## src/rtl/ff_pause_if.sv

```systemverilog
// Signal bundle for the pausable load register: functional load/pause controls,
// registered outputs, and the word-serial scan path.
interface ff_pause_if #(
    parameter int WIDTH      = 32,
    parameter int CNT_WIDTH  = 32,
    parameter int SCAN_WIDTH = 64
);
    logic                  pause;
    logic                  en;
    logic [WIDTH-1:0]      d;
    logic [WIDTH-1:0]      q;
    logic [CNT_WIDTH-1:0]  count;
    logic                  scan_en;
    logic [SCAN_WIDTH-1:0] scan_di;
    logic [SCAN_WIDTH-1:0] scan_do;

    modport master (
        output pause, en, d, scan_en, scan_di,
        input  q, count, scan_do
    );

    modport slave (
        input  pause, en, d, scan_en, scan_di,
        output q, count, scan_do
    );
endinterface

```

## src/rtl/ff_pause.sv

```systemverilog
// Pausable load-enable register with a shadow load counter; the whole state
// {count, q} is exposed as a word-serial scan chain for checkpoint save/restore.
module ff_pause #(
    parameter int WIDTH      = 32,
    parameter int CNT_WIDTH  = 32,
    parameter int SCAN_WIDTH = 64
) (
    input  logic clock,
    input  logic reset,
    ff_pause_if.slave bus
);
    localparam int STATE_BITS = WIDTH + CNT_WIDTH;
    localparam int N_WORDS    = (STATE_BITS + SCAN_WIDTH - 1) / SCAN_WIDTH;
    localparam int TOTAL_BITS = N_WORDS * SCAN_WIDTH;

    logic [WIDTH-1:0]      q_reg;
    logic [CNT_WIDTH-1:0]  count_reg;
    logic [TOTAL_BITS-1:0] state_vec;
    logic [TOTAL_BITS-1:0] shift_vec;

    // Zero-extension keeps the padding bits of the chain reading as 0.
    assign state_vec = TOTAL_BITS'({count_reg, q_reg});

    // One scan step moves every word toward the head and loads scan_di at the tail.
    genvar gi;
    generate
        for (gi = 0; gi < N_WORDS - 1; gi++) begin : g_shift
            assign shift_vec[gi*SCAN_WIDTH +: SCAN_WIDTH] =
                state_vec[(gi+1)*SCAN_WIDTH +: SCAN_WIDTH];
        end
    endgenerate
    assign shift_vec[(N_WORDS-1)*SCAN_WIDTH +: SCAN_WIDTH] = bus.scan_di;

    // Scan wins over pause, pause wins over a functional load.
    always_ff @(posedge clock or negedge reset) begin
        if (!reset) begin
            q_reg     <= '0;
            count_reg <= '0;
        end else if (bus.scan_en) begin
            {count_reg, q_reg} <= shift_vec[STATE_BITS-1:0];
        end else if (!bus.pause && bus.en) begin
            q_reg     <= bus.d;
            count_reg <= count_reg + 1'b1;
        end
    end

    assign bus.q       = q_reg;
    assign bus.count   = count_reg;
    assign bus.scan_do = state_vec[SCAN_WIDTH-1:0];
endmodule

```

## src/flat_wrapper.sv

```systemverilog
// flat-port wrapper written by rule: the top's interface ports become plain ports
module ff_pause_flat 
#(
    parameter int WIDTH      = 32,
    parameter int CNT_WIDTH  = 32,
    parameter int SCAN_WIDTH = 64
)
  (clock, reset, bus_pause, bus_en, bus_d, bus_scan_en, bus_scan_di, bus_q, bus_count, bus_scan_do);
  ff_pause_if #(.WIDTH(WIDTH), .CNT_WIDTH(CNT_WIDTH), .SCAN_WIDTH(SCAN_WIDTH)) bus_i ();
  input  logic clock;
  input  logic reset;
  input wire logic [$bits(bus_i.pause)-1:0] bus_pause;
  input wire logic [$bits(bus_i.en)-1:0] bus_en;
  input wire logic [$bits(bus_i.d)-1:0] bus_d;
  input wire logic [$bits(bus_i.scan_en)-1:0] bus_scan_en;
  input wire logic [$bits(bus_i.scan_di)-1:0] bus_scan_di;
  output wire logic [$bits(bus_i.q)-1:0] bus_q;
  output wire logic [$bits(bus_i.count)-1:0] bus_count;
  output wire logic [$bits(bus_i.scan_do)-1:0] bus_scan_do;
  assign bus_i.pause = bus_pause;
  assign bus_i.en = bus_en;
  assign bus_i.d = bus_d;
  assign bus_i.scan_en = bus_scan_en;
  assign bus_i.scan_di = bus_scan_di;
  assign bus_q = bus_i.q;
  assign bus_count = bus_i.count;
  assign bus_scan_do = bus_i.scan_do;
  ff_pause #(.WIDTH(WIDTH), .CNT_WIDTH(CNT_WIDTH), .SCAN_WIDTH(SCAN_WIDTH)) u_core (.clock(clock), .reset(reset), .bus(bus_i));
endmodule
```

## config.mk

```make
export PLATFORM = sky130hd
export DESIGN_NAME = ff_pause_flat
export DESIGN_NICKNAME = d
export VERILOG_FILES = /design/src/rtl/ff_pause_if.sv /design/src/rtl/ff_pause.sv /design/src/flat_wrapper.sv
export SDC_FILE = /design/constraint.sdc
export NUM_CORES = 1
export LEC_CHECK = 0
export CAP_MARGIN = 10
export CORE_UTILIZATION = 41
export CTS_CLUSTER_SIZE = 28
export DETAILED_ROUTE_END_ITERATION = 6
export PLACE_DENSITY = 0.93
export SLEW_MARGIN = 15
export SYNTH_ARGS = -nofsm -noshare
export SYNTH_HDL_FRONTEND = slang
export SYNTH_SLANG_ARGS = --single-unit
```

## constraint.sdc

```tcl
create_clock -name clock -period 3.5 [get_ports clock]
set_input_delay 0.525 -clock clock [delete_from_list [all_inputs] [get_ports clock]]
set_output_delay 0.525 -clock clock [all_outputs]
set_load 0.01 [all_outputs]
```

==> run summary <==
The compound-cell area share of the yosys netlist came out at 12.8%. On the final layout, the worst hold slack is 135 ps. The run finished, with violations left.

In this run the deepest clock path goes through 2 buffers. The slack of the critical path is 912 ps, and the chip width is 98.5 um. For the finished layout, the period the worst path requires is 2590 ps. After Yosys synthesis, full adders, half adders and majority gates account for 0.328% of the synthesized area. The number of sinks driven by the clock tree came out at 64. Counting flops with an async set or reset pin after synthesis yields a share of 100%. The synthesized netlist devotes 18.4% of its cell area to simple gates.

At the placement stage, the worst setup path has a slack of 589 ps. In this run the number of H-tree levels came out at 3. The period utilization is 74.0%. The total power of the final layout was 2280 uW; the maximum resistive drop on vdd was 184 uV.

The growth of design area from synthesis to finish is 54.7%. For this design, the CTS-stage hold fixing added 0 buffers. After synthesis, flip-flops and latches occupy 42.0% of the total area. The final reports fail on design-rule violations. Combinational cells account for 28.9% of the total power. The internal power consumption came out at 1630 uW.

Counting flops and latches in the post-synthesis netlist gives 64. The post-synthesis xor/xnor area fraction was 2.53%. Timing would allow up to 386 MHz. The vias after detailed routing came out at 3,705. The global placer's final weighted congestion was 0.806. The commonest cells after synthesis are buf_4 (64), dfrtp_1 (64), nand2_1 (62). STA classifies the critical path startpoint as an input pin.

The number of DRC violations after detailed-routing iteration 0 is 147, and the number of hold-slack violations in the final timing report is 0. In this run, the clock network consumes 31.2% of the power. The final layout contains 677 nets. After detailed routing, the average wire length per cell comes to 16.4 um. Once layout is complete, the utilization of the core stands at 66.7%. The cell count after synthesis came out at 418. Setup violations remaining at the end of the flow were counted as 0. In this run the power density over the cells is 386 nW/um^2. The first global-routing pass estimated 18,100 um of wire. In this run the register-to-register setup slack is 1130 ps. For the post-synthesis net count, the log shows 520.

The slowest cell on the critical path is or4_1. The run gives 330 ps as the clock latency reported for the late side of the worst-skew pair. In this run the worst hold path is classified as in -> async. The logs give 8580 um for the placed wire-length estimate after detailed placement and 34 for the total number of placement rows. In this run the tightest slew margin relative to its limit is 37.4%.

After routing, the total negative slack on setup checks comes to 0 ps. TritonCTS built the clock tree. The share of the synthesized area in the top cell type works out to 42.0%.

The total CTS buffers came out at 9. The switching share of power was 28.3%. Broken down by cell family, the worst path's largest delay share belongs to simple AND/OR/NAND/NOR gates. The first detailed-routing pass took 7 iterations.

Sorting the synthesized cells by area gives the leading types as dfrtp_1 (42%), buf_4 (13%), mux2i_1 (8.7%). For this run, the slowest stage of the critical path takes 790 ps. Nature of the critical path endpoint: a register. The synthesized design spends more area on one cell type than any other, namely dfrtp_1. The initial antenna violation count is 0. The number of filler cells placed in the layout came out at 692. The die is 98.5 um tall. The reported leakage power is 0.00242 uW. After synthesis, the mean cell area works out to 9.13 sq um. The maximum clock skew at final layout was 5.52 ps. After synthesis, the netlist uses 38 different library cells. The required time of the critical path is 3750 ps. The tree is rooted in a clkbuf_8.

Setup repair after global routing left no endpoint under its margin. The aggregate global routing overflow came out at 0. By area, the combinational part of the netlist is dominated by simple AND/OR/NAND/NOR gates. Clock-pin slew was measured on the worst setup and hold paths at 70 ps.

In this run the worst path has a maximum fanout of 18. In this run the tool buffered the top-level ports with 228 buffer cells. In the routed design, unresolved DRC markers number 17. The worst setup path is of the in -> reg kind. The die outline area is 9690 sq um.

The slew at the pin closest to its max-slew limit was 938 ps; the floorplan core area was 8850 sq um. Entering global routing, the biggest net connects 53 pins. In the routed layout, each cell is associated on average with a via count of 5.39. During I/O placement, the number of pins put on the boundary was 229. The tools report the post-CTS resize count as 0. The run gives 0 as the number of routed nets with antenna violations.

In this run the cell area of the synthesized design comes to 3810 sq um. Number of setup buffers added after CTS: 0. The wire length after detailed routing was 11,300 um. The number of enable flip-flop cells after synthesis is 0. The mux contribution to synthesized area is 8.66%. The number of global-route vias before repair was 3,754.

The run gives 0 as the total inserted antenna cells. In this run the power spent charging and discharging nets is 646 uW. The fraction of final layout cells sized beyond drive strength 1 is 4.31%, and the number of violations of the max-capacitance limit is 0. For this configuration, the core starts out at a cell density of 43.1%. Among all flip-flop cells after synthesis, the most frequent one is dfrtp_1. Walking the worst path, the cells encountered are clkdlybuf4s50_1, nand4b_1, or4_1, or4b_1, a31oi_1.

The number of pins with negative max-slew slack in the final report is 0, and the sequential group share of total power is 39.8%. Yosys printed 0 warnings. The buffering stage count on the worst path with inverters included was 1. For the worst setup path, the data arrival time is 2840 ps. Global routing used 23.8% of the available tracks across all layers.
[stage by stage]
| step | instances | instance area (sq um) |
|---|---|---|
| after floorplan | 418 | 3810 |
| after global placement | 672 | 5680 |
| after detailed placement | 672 | 5680 |
| after CTS | 688 | 5900 |
| after global routing | 688 | 5900 |
| final | 688 | 5900 |
[final timing paths]
kind	start	to	depth (start not counted)
min	reset	u_core.bus.count[31]	1
max reg2reg	u_core.bus.count[0]	u_core.bus.count[28]	5
min reg2reg	u_core.bus.count[31]	u_core.bus.count[31]	2
max in group asynchronous	reset	u_core.bus.q[18]	2
max	bus_pause	u_core.bus.count[28]	5
min in group clock	u_core.bus.count[31]	u_core.bus.count[31]	2
[area by class of cell]
cell class / count / area (sq um) / area share (%)
repair buffers: 232 / 2300 / 39.0
multi-input cells: 265 / 1630 / 27.6
flip-flops and latches: 64 / 1600 / 27.1
clock buffers: 11 / 141 / 2.40
well taps: 108 / 135 / 2.29
clock inverters: 5 / 80.1 / 1.36
inverters: 3 / 11.3 / 0.191
[routing by layer]
metal | up-vias | global-route usage [%] | wire length (um) | share of wire [%]
li1 | 1743 | - | - | -
met1 | 1760 | 25.5 | 4090 | 36
met2 | 186 | 44.9 | 6030 | 53
met3 | 16 | 5.74 | 984 | 8.7
met4 | 0 | 9.53 | 200 | 1.8
met5 | - | 0 | 0 | 0
[cell usage in the layout, fill, tap and decap left out, drive strengths merged, types with 3 or more instances in the layout]
master / count
nand3: 9
dfrtp: 64
nor4: 4
clkbuf: 11
clkdlybuf4s50: 226
buf: 6
o31ai: 10
mux2i: 33
nor3: 4
nand4: 9
o31a: 5
a31oi: 15
nand2b: 4
o21ai: 47
xnor2: 5
or4: 16
nand2: 62
xor2: 6
inv: 3
nor2: 15
or3: 3
[power groups by stage]
stage / combinational (uW) / clock (uW) / sequential (uW)
floorplan: 282 / 0 / 929
global placement: 644 / 0 / 914
detailed placement: 663 / 0 / 920
CTS: 665 / 724 / 907
global route: 705 / 756 / 920
finish: 659 / 712 / 907
[worst reg2reg max path: cells and delay by family, from the launching register on]
family,cells,cell delay [ps]
AND/OR/NAND/NOR,3,1340
adder cells (fa/ha/maj),1,310
AO/OA/AOI/OAI,1,190
flip-flops,1,450
[cell families (layout without fill, tap and decap cells)]
logic type / Yosys count / count (layout)
compound gates: 82 / 82
xor+xnor: 11 / 11
fa+ha+maj: 1 / 1
buf+inv: 89 / 251
flops: 64 / 64
mux: 33 / 33
simple gates: 138 / 138
No activity file was read; power rests on OpenSTA's default activity.
